===== src/rtl/ddr_word_tx_ctrl_if.sv =====
// Bundle between the HDR-DDR engine, the SCL-edge bit counter and the SDA mux
// for the single-word transmitter.
interface ddr_word_tx_ctrl_if #(
   parameter int CNT_W = 5
);
   logic             i_start;
   logic [15:0]      i_word;
   logic [1:0]       i_preamble;
   logic             i_abort;
   logic [CNT_W-1:0] i_bit_count;
   logic             o_bitcnt_en;
   logic             o_sda_out;
   logic             o_busy;
   logic             o_done;
   logic [1:0]       o_phase;

   modport master (
      output i_start, i_word, i_preamble, i_abort, i_bit_count,
      input  o_bitcnt_en, o_sda_out, o_busy, o_done, o_phase
   );

   modport slave (
      input  i_start, i_word, i_preamble, i_abort, i_bit_count,
      output o_bitcnt_en, o_sda_out, o_busy, o_done, o_phase
   );
endinterface


===== src/rtl/ddr_word_tx_ctrl.sv =====
// Sequences one HDR-DDR word (2 preamble, 16 data, 2 parity bits) onto SDA,
// indexing the frame by the external SCL-edge bit count it enables.
module ddr_word_tx_ctrl #(
   parameter int CNT_W     = 5,
   parameter int FRAME_LEN = 20
) (
   input logic               i_sys_clk,
   input logic               i_rst_n,
   ddr_word_tx_ctrl_if.slave bus
);
   localparam int FRAME_W = 20;
   localparam logic [CNT_W-1:0] CNT_END        = CNT_W'(FRAME_LEN);
   localparam logic [CNT_W-1:0] CNT_DATA_START = CNT_W'(2);
   localparam logic [CNT_W-1:0] CNT_PAR_START  = CNT_W'(18);

   typedef enum logic [1:0] {
      IDLE,
      RUN,
      DONE
   } state_t;

   state_t               state_q;
   logic [FRAME_W-1:0]   frame_q;
   logic [FRAME_W-1:0]   frame_d;
   logic [FRAME_W-1:0]   frame_shifted;
   logic                 bitcnt_en_q;
   logic                 done_q;
   logic                 pa1;
   logic                 pa0;
   logic                 sda;
   logic [1:0]           phase;

   // PA1 covers the odd data bits, PA0 the even ones with an inverted sense.
   assign pa1     = ^(bus.i_word & 16'hAAAA);
   assign pa0     = ~(^(bus.i_word & 16'h5555));
   assign frame_d = {bus.i_preamble, bus.i_word, pa1, pa0};

   always_ff @(posedge i_sys_clk or negedge i_rst_n) begin
      if (!i_rst_n) begin
         state_q     <= IDLE;
         frame_q     <= '0;
         bitcnt_en_q <= 1'b0;
         done_q      <= 1'b0;
      end else begin
         done_q <= 1'b0;
         case (state_q)
            IDLE: begin
               if (bus.i_start && !bus.i_abort) begin
                  frame_q     <= frame_d;
                  bitcnt_en_q <= 1'b1;
                  state_q     <= RUN;
               end
            end
            RUN: begin
               // Abort outranks completion; an overshooting count also ends the word.
               if (bus.i_abort) begin
                  bitcnt_en_q <= 1'b0;
                  state_q     <= IDLE;
               end else if (bus.i_bit_count >= CNT_END) begin
                  bitcnt_en_q <= 1'b0;
                  done_q      <= 1'b1;
                  state_q     <= DONE;
               end
            end
            DONE: begin
               bitcnt_en_q <= 1'b0;
               state_q     <= IDLE;
            end
            default: begin
               bitcnt_en_q <= 1'b0;
               state_q     <= IDLE;
            end
         endcase
      end
   end

   assign frame_shifted = frame_q << bus.i_bit_count;

   // SDA and phase track the live bit count with no register in between.
   always_comb begin
      sda   = 1'b1;
      phase = 2'd3;
      if (state_q == RUN) begin
         if (bus.i_bit_count < CNT_END) begin
            sda = frame_shifted[FRAME_W-1];
         end
         if (bus.i_bit_count < CNT_DATA_START) begin
            phase = 2'd0;
         end else if (bus.i_bit_count < CNT_PAR_START) begin
            phase = 2'd1;
         end else begin
            phase = 2'd2;
         end
      end
   end

   assign bus.o_bitcnt_en = bitcnt_en_q;
   assign bus.o_done      = done_q;
   assign bus.o_busy      = (state_q != IDLE);
   assign bus.o_sda_out   = sda;
   assign bus.o_phase     = phase;
endmodule


===== src/flat_wrapper.sv =====
// flat-port wrapper written by rule: the top's interface ports become plain ports
module ddr_word_tx_ctrl_flat 
#(
   parameter int CNT_W     = 5,
   parameter int FRAME_LEN = 20
)
  (i_sys_clk, i_rst_n, bus_i_start, bus_i_word, bus_i_preamble, bus_i_abort, bus_i_bit_count, bus_o_bitcnt_en, bus_o_sda_out, bus_o_busy, bus_o_done, bus_o_phase);
  ddr_word_tx_ctrl_if #(.CNT_W(CNT_W)) bus_i ();
  input logic i_sys_clk;
  input logic i_rst_n;
  input wire logic [$bits(bus_i.i_start)-1:0] bus_i_start;
  input wire logic [$bits(bus_i.i_word)-1:0] bus_i_word;
  input wire logic [$bits(bus_i.i_preamble)-1:0] bus_i_preamble;
  input wire logic [$bits(bus_i.i_abort)-1:0] bus_i_abort;
  input wire logic [$bits(bus_i.i_bit_count)-1:0] bus_i_bit_count;
  output wire logic [$bits(bus_i.o_bitcnt_en)-1:0] bus_o_bitcnt_en;
  output wire logic [$bits(bus_i.o_sda_out)-1:0] bus_o_sda_out;
  output wire logic [$bits(bus_i.o_busy)-1:0] bus_o_busy;
  output wire logic [$bits(bus_i.o_done)-1:0] bus_o_done;
  output wire logic [$bits(bus_i.o_phase)-1:0] bus_o_phase;
  assign bus_i.i_start = bus_i_start;
  assign bus_i.i_word = bus_i_word;
  assign bus_i.i_preamble = bus_i_preamble;
  assign bus_i.i_abort = bus_i_abort;
  assign bus_i.i_bit_count = bus_i_bit_count;
  assign bus_o_bitcnt_en = bus_i.o_bitcnt_en;
  assign bus_o_sda_out = bus_i.o_sda_out;
  assign bus_o_busy = bus_i.o_busy;
  assign bus_o_done = bus_i.o_done;
  assign bus_o_phase = bus_i.o_phase;
  ddr_word_tx_ctrl #(.CNT_W(CNT_W), .FRAME_LEN(FRAME_LEN)) u_core (.i_sys_clk(i_sys_clk), .i_rst_n(i_rst_n), .bus(bus_i));
endmodule

===== config.mk =====
export PLATFORM = sky130hd
export DESIGN_NAME = ddr_word_tx_ctrl_flat
export DESIGN_NICKNAME = d
export VERILOG_FILES = /design/src/rtl/ddr_word_tx_ctrl_if.sv /design/src/rtl/ddr_word_tx_ctrl.sv /design/src/flat_wrapper.sv
export SDC_FILE = /design/constraint.sdc
export NUM_CORES = 1
export LEC_CHECK = 0
export BUFFER_PORTS_ARGS = -buffer_cell sky130_fd_sc_hd__buf_2
export CAP_MARGIN = 5
export CORE_MARGIN = 5
export CORE_UTILIZATION = 33
export DETAILED_ROUTE_END_ITERATION = 7
export PLACE_DENSITY = 0.58
export SYNTH_ARGS = -nofsm -noshare
export SYNTH_HDL_FRONTEND = slang
export SYNTH_SLANG_ARGS = --single-unit

===== constraint.sdc =====
create_clock -name i_sys_clk -period 1.5 [get_ports i_sys_clk]
set_input_delay 0.15 -clock i_sys_clk [delete_from_list [all_inputs] [get_ports i_sys_clk]]
set_output_delay 0.15 -clock i_sys_clk [all_outputs]
set_load 0.005 [all_outputs]

==> out/qor.csv, run 1 <==
metric,value,unit
worst setup path startpoint,u_core.frame_q[3],
"Seq/Total Area, Yosys",0.471,
end of the worst hold path,u_core.frame_q[18],
sequential cell area,601,µm²
GRT overflow,0,
IO Pins,33,
Synthesized Nets,131,
Setup TNS Final,-1.20,ns
r2r endpoint,u_core.frame_q[16],
setup violators final,17,
die height,72.2,µm
cell taking the most area after synthesis,dfrtp_1,
Core ar.,0.00369,mm²
placed cells,184,
Post-synth EDFFs,0,
Final Core Density,0.466,
Worst-Skew Late Latency,0.26,ns
Area Growth Syn to Fin,34.7,%
via count,964,
vias in the first global route,993,
CP Capture Type,primary output,
hold_sp,bus_i_preamble[0],
Post-DP HPWL,2190,µm
worst min-delay path category,in -> reg,
"Hold Vio Cnt, Final",0,
worst vdd ir,0.568,mV
die area,0.00521,mm²
worst setup margin,-0.199,ns
Std-Cell Rows,22,
initial antenna violation count,0,
CP Data Arrival Time,1.55,ns
power share of the sequential group,0.472,
Worst R2R Start,u_core.state_q[0],
critical path startpoint category,flip-flop,
DR pass1 iterations,4,
clock power share,0.234,
gr usage total,0.119,
Initial DRC Count,24,
Comb pwr share,0.294,
required time of the critical path,1.35,ns
Synth top area share,0.471,
Switch Pwr,493,µW
routability cong.,0.815,
Leak,0.792,nW
Layout fillers,367,
Synth area leaders,"dfrtp_1 47%, mux2_2 16%, xnor2_1 10%",
Tcrit/Tclk final,1.13,
Final #Nets,177,
vias per cell,4.89,
largest fanout on the critical path,2,
fraction of registers with async set/reset,1.00,
CTS tree,built,
total routed wirelength,3020,µm
Slew @ Worst Pin,0.546,ns
RSZ-0062 raised after global routing,true,
"Avg Cell Area, Syn",12.3,µm²
reg2reg path depth,5,
Power Internal,1.36,mW
layout cells sized above 1,0.470,
routed len/inst,15.3,µm
Slew HR,0.636,
CTS H-tree depth,1,
Sw Share,0.266,
Hold Path Stages,2,
multi-input logic area,699,µm²
Total Power,1.85,mW
mapped cell area,0.00127,mm²
largest net degree at the start of global routing,25,
DRT antenna net count,0,
Crit Path Category,reg -> out,
PwrDens,1080,mW/mm²
Slew Limit Fails,0,
Num Clock Sinks,24,
commonest cells in the netlist,"24 x dfrtp_1, 18 x mux2_2, 15 x xnor2_1, 8 x mux2i_1",
global-route wire length before repair,4800,µm
failing checks,setup timing,
Antenna Cells,0,
Bufs on Longest Clock Path,2,
# DRC,0,
chip width,72.2,µm
"Warnings, synthesis",0,
Final min period,1.70,ns
Starting Density,0.346,
"Top FF cell, synth",dfrtp_1,
Yosys reg bits,24,
clock skew,0.00304,ns
"Clk pin slew, worst setup/hold paths",0.08,ns
R2R setup slack,-0.09,ns
most frequent cell after synthesis,dfrtp_1,
status,"complete, but fails checks",
maxcap violations,0,
fin cells,197,
Mapped Cells,104,
Max Clock Freq,589,MHz
number of port buffers,32,
Root Driver,clkbuf_8,
CTS buffer count,3,
Yosys cell types,26,
logic make-up after synthesis:
| group | count (synthesis) | synth area share |
|---|---|---|
| xor gates and xnor gates | 15 | 0.103 |
| AOI/OAI and AO/OA | 12 | 0.0667 |
| DFF | 24 | 0.471 |
| muxes | 28 | 0.248 |
| and+or+nand+nor | 20 | 0.0844 |
| buffers and inverters | 5 | 0.0265 |
layout by cell type (no fill, tap or decap), types with 2 or more instances in the layout:
cell type / instances
buf_4: 4
buf_6: 4
nand3_1: 3
a21oi_1: 2
a21o_1: 2
inv_1: 2
mux2_2: 6
dfrtp_1: 24
nand2_1: 3
mux2i_1: 8
a22oi_1: 2
xnor2_1: 15
clkbuf_8: 4
o21ai_0: 2
nor2b_1: 3
buf_8: 2
nor3_1: 3
buf_2: 32
mux2_4: 12
nor2_1: 3
through the flow:
stage / setup WS (ns) / hold WS, ns / area, µm²
2_1_floorplan: 0.102 / -0.146 / 1270
3_3_place_gp: 0.0957 / 0.164 / 1500
3_5_place_dp: 0.0489 / 0.170 / 1500
4_1_cts: -0.203 / 0.105 / 1580
5_1_grt: -0.240 / 0.110 / 1720
6_report: -0.199 / 0.114 / 1720
how the worst max path moves through the flow:
stage | end | cells past startpoint | slack, ns
2_1_floorplan | u_core.frame_q[10] | 4 | 0.10
3_3_place_gp | bus_o_sda_out | 4 | 0.1
3_5_place_dp | u_core.frame_q[8] | 4 | 0.05
4_1_cts | bus_o_sda_out | 4 | -0.20
5_1_grt | bus_o_sda_out | 4 | -0.24
6_report | bus_o_sda_out | 4 | -0.20
power groups by stage:
stage / clock network (mW) / logic, mW / registers (mW)
2_1_floorplan: 0 / 0.314 / 0.852
3_3_place_gp: 0 / 0.432 / 0.877
3_5_place_dp: 0 / 0.450 / 0.882
4_1_cts: 0.449 / 0.463 / 0.867
5_1_grt: 0.480 / 0.597 / 0.888
6_report: 0.432 / 0.545 / 0.874
layer usage:
metal | vias up | track usage | part of all wire
met5 | - | 0 | 0
met4 | 0 | 0.0376 | 0.021
met1 | 465 | 0.153 | 0.42
li1 | 459 | - | -
met2 | 33 | 0.199 | 0.50
met3 | 7 | 0.0235 | 0.060
repair_timing:
item,CTS,global route
cloned,0,2
pin swaps,1,1
endpoints found under the setup margin,1,20
setup buffers,1,5
hold buffers,1,0
resized for setup,0,27
hold endpoints to repair,24,0
cell type report:
| class | count | share of cell area |
|---|---|---|
| Inverter | 2 | 0.00437 |
| Tap cell | 48 | 0.0350 |
| Timing Repair Buffer | 44 | 0.172 |
| Clock buffer | 4 | 0.0320 |
| Multi-Input combinational cell | 75 | 0.407 |
| Sequential cell | 24 | 0.350 |
critical path, cell delays in order (launching register included):
cell	delay, ns
dfrtp_1	0.40
mux4_2	0.47
o31ai_2	0.18
nand3_1	0.10
buf_2	0.14
registers in the layout, summed over array words and instances (netlist names):
register and cells:
u_core.bus.o_bitcnt_en 1, u_core.bus.o_done 1, u_core.frame_q 20, u_core.state_q 2
Power figures use the tool's default switching activity.
==> inputs of run 2 (changes only) <==
Settings changed: PLACE_DENSITY 0.58 to 0.52, SETUP_SLACK_MARGIN from default to 0.05.
==> run 2 against run 1 <==
The flow still finishes with violations (setup timing); sequential power about the same; power up 2.8%; register-to-register slack better by 0.16 ns; global-route usage up 1.4 points; routed wire length up 3.5%; maximum frequency up 0.25%; worst hold slack worse by 0.0074 ns; via count up 1.0%; sequential share of layout area down 1.4 points; first-iteration DRC count down 13%; critical path depth unchanged; largest cell class unchanged.
==> out/qor.csv, run 2 (synthesized netlist as in run 1, its figures left out) <==
metric,value,unit
clock skew,0.00282,ns
largest register by flop count,u_core.frame_q,
required time of the critical path,1.35,ns
met2 Track Usage GR,0.224,
CTS tree,built,
total routed wirelength,3130,µm
CP Capture Type,primary output,
Leak,0.837,nW
Slew Limit Fails,0,
RSZ-0062 raised after global routing,true,
status,"complete, but fails checks",
worst min-delay path category,in -> reg,
DRT antenna net count,0,
Num Clock Sinks,24,
die height,72.2,µm
power share of the sequential group,0.459,
met1 Usage GRT,0.166,
worst setup margin,-0.195,ns
most used routing layer in global routing,met2,
critical path startpoint category,flip-flop,
Final #Nets,181,
via count,974,
CTS buffer count,3,
Crit Path Category,reg -> out,
"Cell Area, Placed",0.00151,mm²
Max Clock Freq,590,MHz
chip width,72.2,µm
global-route wire length before repair,5280,µm
Hold WS,0.107,ns
GRT overflow,0,
Tcrit/Tclk final,1.13,
crit-path max cell delay,0.48,ns
Slew HR,0.635,
vias per cell,4.85,
Antenna Cells,0,
routability cong.,0.722,
failing checks,setup timing,
initial antenna violation count,0,
met3 Use GR,0.0222,
gr usage total,0.133,
IO Pins,33,
Switch Pwr,507,µW
Comb pwr share,0.308,
worst vdd ir,0.529,mV
# DRC,0,
vias in the first global route,1101,
Initial DRC Count,21,
Critical-path top delay cell,mux4_2,
maxcap violations,0,
CTS H-tree depth,1,
Layout fillers,367,
DR pass1 iterations,4,
largest net degree at the start of global routing,25,
Root Driver,clkbuf_8,
die area,0.00521,mm²
routed len/inst,15.5,µm
final instance area,0.00180,mm²
CP Data Arrival Time,1.55,ns
Sw Share,0.266,
Starting Density,0.346,
PwrDens,1060,mW/mm²
number of port buffers,32,
setup violators final,1,
Final min period,1.70,ns
"Clk pin slew, worst setup/hold paths",0.08,ns
Power Internal,1.40,mW
largest fanout on the critical path,2,
Worst-Skew Late Latency,0.27,ns
Bufs on Longest Clock Path,2,
worst path cell trace,mux4_2 -> o31ai_2 -> nand3_1 -> buf_2,
Area Growth Syn to Fin,40.8,%
number of flip-flops under the largest register name,20,
Std-Cell Rows,22,
layout cells sized above 1,0.503,
Slew @ Worst Pin,0.547,ns
clock power share,0.233,
Largest regs,"u_core.frame_q: 20 flops, u_core.state_q: 2 flops",
"commonest non-fill, non-tap cells in the layout","32 x buf_2, 23 x dfrtp_1, 18 x mux2_4",
"Hold Vio Cnt, Final",0,
"commonest non-fill, non-tap cell in the layout",buf_2,
Post-DP HPWL,2090,µm
Core ar.,0.00369,mm²
-- run 2: path summary, 6_finish.rpt --
check                                   start                      to  slack [ns]  cells after the start
max                         u_core.frame_q[0]           bus_o_sda_out       -0.20                      4
min                         bus_i_preamble[1]      u_core.frame_q[19]        0.11                      2
max reg2reg                 u_core.state_q[0]       u_core.frame_q[0]        0.07                      5
min reg2reg                u_core.frame_q[15]      u_core.frame_q[15]        0.52                      1
max in group asynchronous             i_rst_n       u_core.state_q[1]        0.71                      2
min in group asynchronous             i_rst_n  u_core.bus.o_bitcnt_en        0.40                      2
-- run 2: power groups by stage --
stage	logic [mW]	registers (mW)	clock network (mW)
floorplan	0.314	0.852	0
global placement	0.437	0.874	0
detailed placement	0.448	0.881	0
CTS	0.597	0.871	0.456
global route	0.641	0.890	0.478
finish	0.587	0.873	0.444
-- run 2: cell type report --
cell class	instances	area [µm²]	area share
flip-flops and latches	24	602	0.335
clock buffers	4	55.1	0.0307
inverters	2	7.51	0.00418
multi-input cells	75	732	0.408
repair buffers	48	339	0.189
well taps	48	60.1	0.0334
-- run 2: what timing repair did --
item | in CTS | in global routing
gates resized for setup | 23 | 10
endpoints found under the setup margin | 20 | 22
cloned | 3 | 0
hold buffers | 1 | 0
pin swaps | 2 | 1
buffers inserted | 8 | 4
endpoints found under the hold margin | 24 | 0
-- run 2: critical path: cells and delay by family, from the launching register on --
kind	cells	cell delay (ns)
buffers and inverters	1	0.14
muxes	1	0.48
DFF	1	0.39
AOI/OAI and AO/OA	1	0.18
and+or+nand+nor	1	0.09
-- run 2: per-layer routing --
metal / vias up / part of all wire
met2: 24 / 0.49
li1: 465 / -
met3: 5 / 0.057
met4: 0 / 0.018
met5: - / 0
met1: 480 / 0.44
-- run 2: stage by stage --
stage	setup WS [ns]	utilization	cells	setup TNS, ns	power (mW)
final	-0.195	0.487	201	-0.195	1.90
after global placement	0.0896	0.410	185	0	1.31
after floorplan	0.102	-	104	0	1.17
after CTS	-0.198	0.495	201	-0.602	1.92
after global routing	-0.264	0.487	201	-0.264	2.01
after detailed placement	0.0341	0.410	185	0	1.33
==> inputs of run 3 (changes only) <==
Settings changed: ABC_AREA from default to 1, PLACE_DENSITY 0.52 to 0.51.
==> run 3 against run 2 <==
The run now ends clean; largest cell class unchanged; global-route usage down 0.46 points; power down 9.9%; clock skew fell by 0.0012 ns; routed wire length is 3.8% higher.
==> out/qor.csv, run 3 <==
metric,value,unit
status,"finished, final reports clean",
r2r endpoint,u_core.frame_q[17],
Core ar.,0.00429,mm²
Final Core Density,0.399,
Slew HR,0.637,
most frequent cell after synthesis,nand2_1,
fin cells,285,
Final #Nets,261,
"Hold Vio Cnt, Final",0,
CTS H-tree depth,1,
largest fanout on the critical path,2,
Yosys cell types,26,
routed len/inst,11.4,µm
required time of the critical path,1.35,ns
fraction of registers with async set/reset,1.00,
met1 Usage GRT,0.177,
met3 Use GR,0.0260,
mapped cell area,0.00144,mm²
number of flip-flops under the largest register name,20,
worst setup path startpoint,u_core.frame_q[17],
Slew Limit Fails,0,
Starting Density,0.335,
"Top FF cell, synth",dfrtp_1,
global-route wire length before repair,6120,µm
Post-DP HPWL,2540,µm
crit path to,bus_o_sda_out,
"Clk pin slew, worst setup/hold paths",0.08,ns
mux contribution to synthesized area,0,
number of port buffers,32,
Synth Area in Compound Gates,0.0896,
DRT antenna net count,0,
largest net degree at the start of global routing,29,
Area Growth Syn to Fin,19.0,%
"commonest non-fill, non-tap cell in the layout",nand2_1,
PwrDens,1000,mW/mm²
CP Data Arrival Time,1.30,ns
IO Pins,33,
Synth top area share,0.417,
RSZ-0062 raised after global routing,true,
layout cells sized above 1,0.232,
chip width,76.0,µm
routability cong.,0.811,
largest register by flop count,u_core.frame_q,
vias per cell,4.37,
Std-Cell Rows,24,
Final min period,1.45,ns
Leak,0.906,nW
gr usage total,0.128,
maxcap violations,0,
adder-cell share of the synthesized area,0,
main combinational cell family by area after synthesis,simple AND/OR/NAND/NOR gates,
Root Driver,clkbuf_8,
CTS tree,built,
Num Clock Sinks,24,
cell taking the most area after synthesis,dfrtp_1,
CP Capture Type,primary output,
Synth area leaders,"dfrtp_1 42%, nand2_1 17%, inv_1 7.0%",
met2 Track Usage GR,0.195,
"Cell Area, Placed",0.00162,mm²
setup violators final,0,
die height,76.0,µm
Worst R2R Start,u_core.state_q[1],
critical path startpoint category,flip-flop,
worst vdd ir,0.393,mV
via count,1246,
"commonest non-fill, non-tap cells in the layout","64 x nand2_1, 32 x buf_2, 24 x inv_1, 24 x dfrtp_1, 19 x o21ai_0",
Slew @ Worst Pin,0.545,ns
# DRC,0,
Tcrit/Tclk final,0.969,
Max Clock Freq,688,MHz
hold_sp,bus_i_preamble[0],
"Seq/Total Area, Yosys",0.417,
most used routing layer in global routing,met2,
simple-gate share of the synthesized area,0.309,
Largest regs,"u_core.frame_q: 20 flops, u_core.state_q: 2 flops",
DR pass1 iterations,4,
total routed wirelength,3250,µm
Initial DRC Count,117,
Post-synth EDFFs,0,
Antenna Cells,0,
commonest cells in the netlist,"66 x nand2_1, 27 x inv_1, 24 x dfrtp_1, 19 x o21ai_0, 16 x nor2_1",
Synthesized Nets,225,
initial antenna violation count,0,
clock skew,0.00159,ns
CTS buffer count,3,
Worst-Skew Late Latency,0.26,ns
reg2reg path depth,5,
Crit Path Category,reg -> out,
final instance area,0.00171,mm²
Setup TNS Final,0,ns
Synth Area in XOR/XNOR,0.0661,
"Warnings, synthesis",0,
R2R setup slack,0.35,ns
placed cells,278,
Mapped Cells,198,
Yosys reg bits,24,
worst min-delay path category,in -> reg,
die area,0.00578,mm²
vias in the first global route,1316,
Bufs on Longest Clock Path,2,
Total Power,1.72,mW
"Avg Cell Area, Syn",7.27,µm²
GRT overflow,0,
[run 3: kinds of logic (layout without fill, tap and decap cells)]
group                     after synthesis  in the layout
AOI/OAI and AO/OA                      24             24
xor gates and xnor gates               10             10
buffers and inverters                  35             70
DFF                                    24             24
and+or+nand+nor                       105            105
[run 3: worst min-delay path by stage]
stage          depth (start not counted)                      to  slack, ns
3_5_place_dp                           1      u_core.frame_q[16]       0.17
4_1_cts                                3      u_core.frame_q[19]        0.1
6_report                               3      u_core.frame_q[18]        0.1
5_1_grt                                3      u_core.frame_q[19]       0.11
2_1_floorplan                          0  u_core.bus.o_bitcnt_en      -0.15
3_3_place_gp                           1       u_core.frame_q[0]       0.17
[run 3: cell type report]
cell class	count	area, µm²
well taps	52	65.1
inverters	30	118
clock buffers	4	55.1
flip-flops and latches	24	601
repair buffers	36	193
multi-input cells	139	682
fillers	486	2580
[run 3: through the flow]
step / setup WS, ns / hold slack (ns)
floorplan: 0.469 / -0.146
global placement: 0.255 / 0.174
detailed placement: 0.245 / 0.174
CTS: 0.0511 / 0.0983
global route: -0.105 / 0.113
finish: 0.0468 / 0.0958
[run 3: worst max-delay path, stage by stage, from the launching register on]
cell and delay (ns):
dfrtp_1 0.41, inv_1 0.06, nand2_1 0.05, nand3_1 0.08
nand2_1 0.05, nand2_1 0.05, nand2_1 0.05, clkinv_1 0.04
nand2_1 0.04, nand2_1 0.05, nand2_1 0.05, buf_2 0.12
[run 3: layer usage]
layer / up-vias / routed length, µm
met1: 544 / 1640
li1: 672 / -
met3: 6 / 169
met4: 0 / 60
met2: 24 / 1370
met5: - / 0
[run 3: power by group]
group	switching [mW]	internal (mW)
clock	0.203	0.234
sequential	0.0544	0.765
combinational	0.265	0.194
[run 3: what timing repair did]
action / in CTS / in global routing
endpoints found under the setup margin: 1 / 1
buffers inserted: 2 / 0
hold buffers: 1 / 0
resized for setup: 4 / 4
endpoints found under the hold margin: 24 / 0
pin swaps: 3 / 3
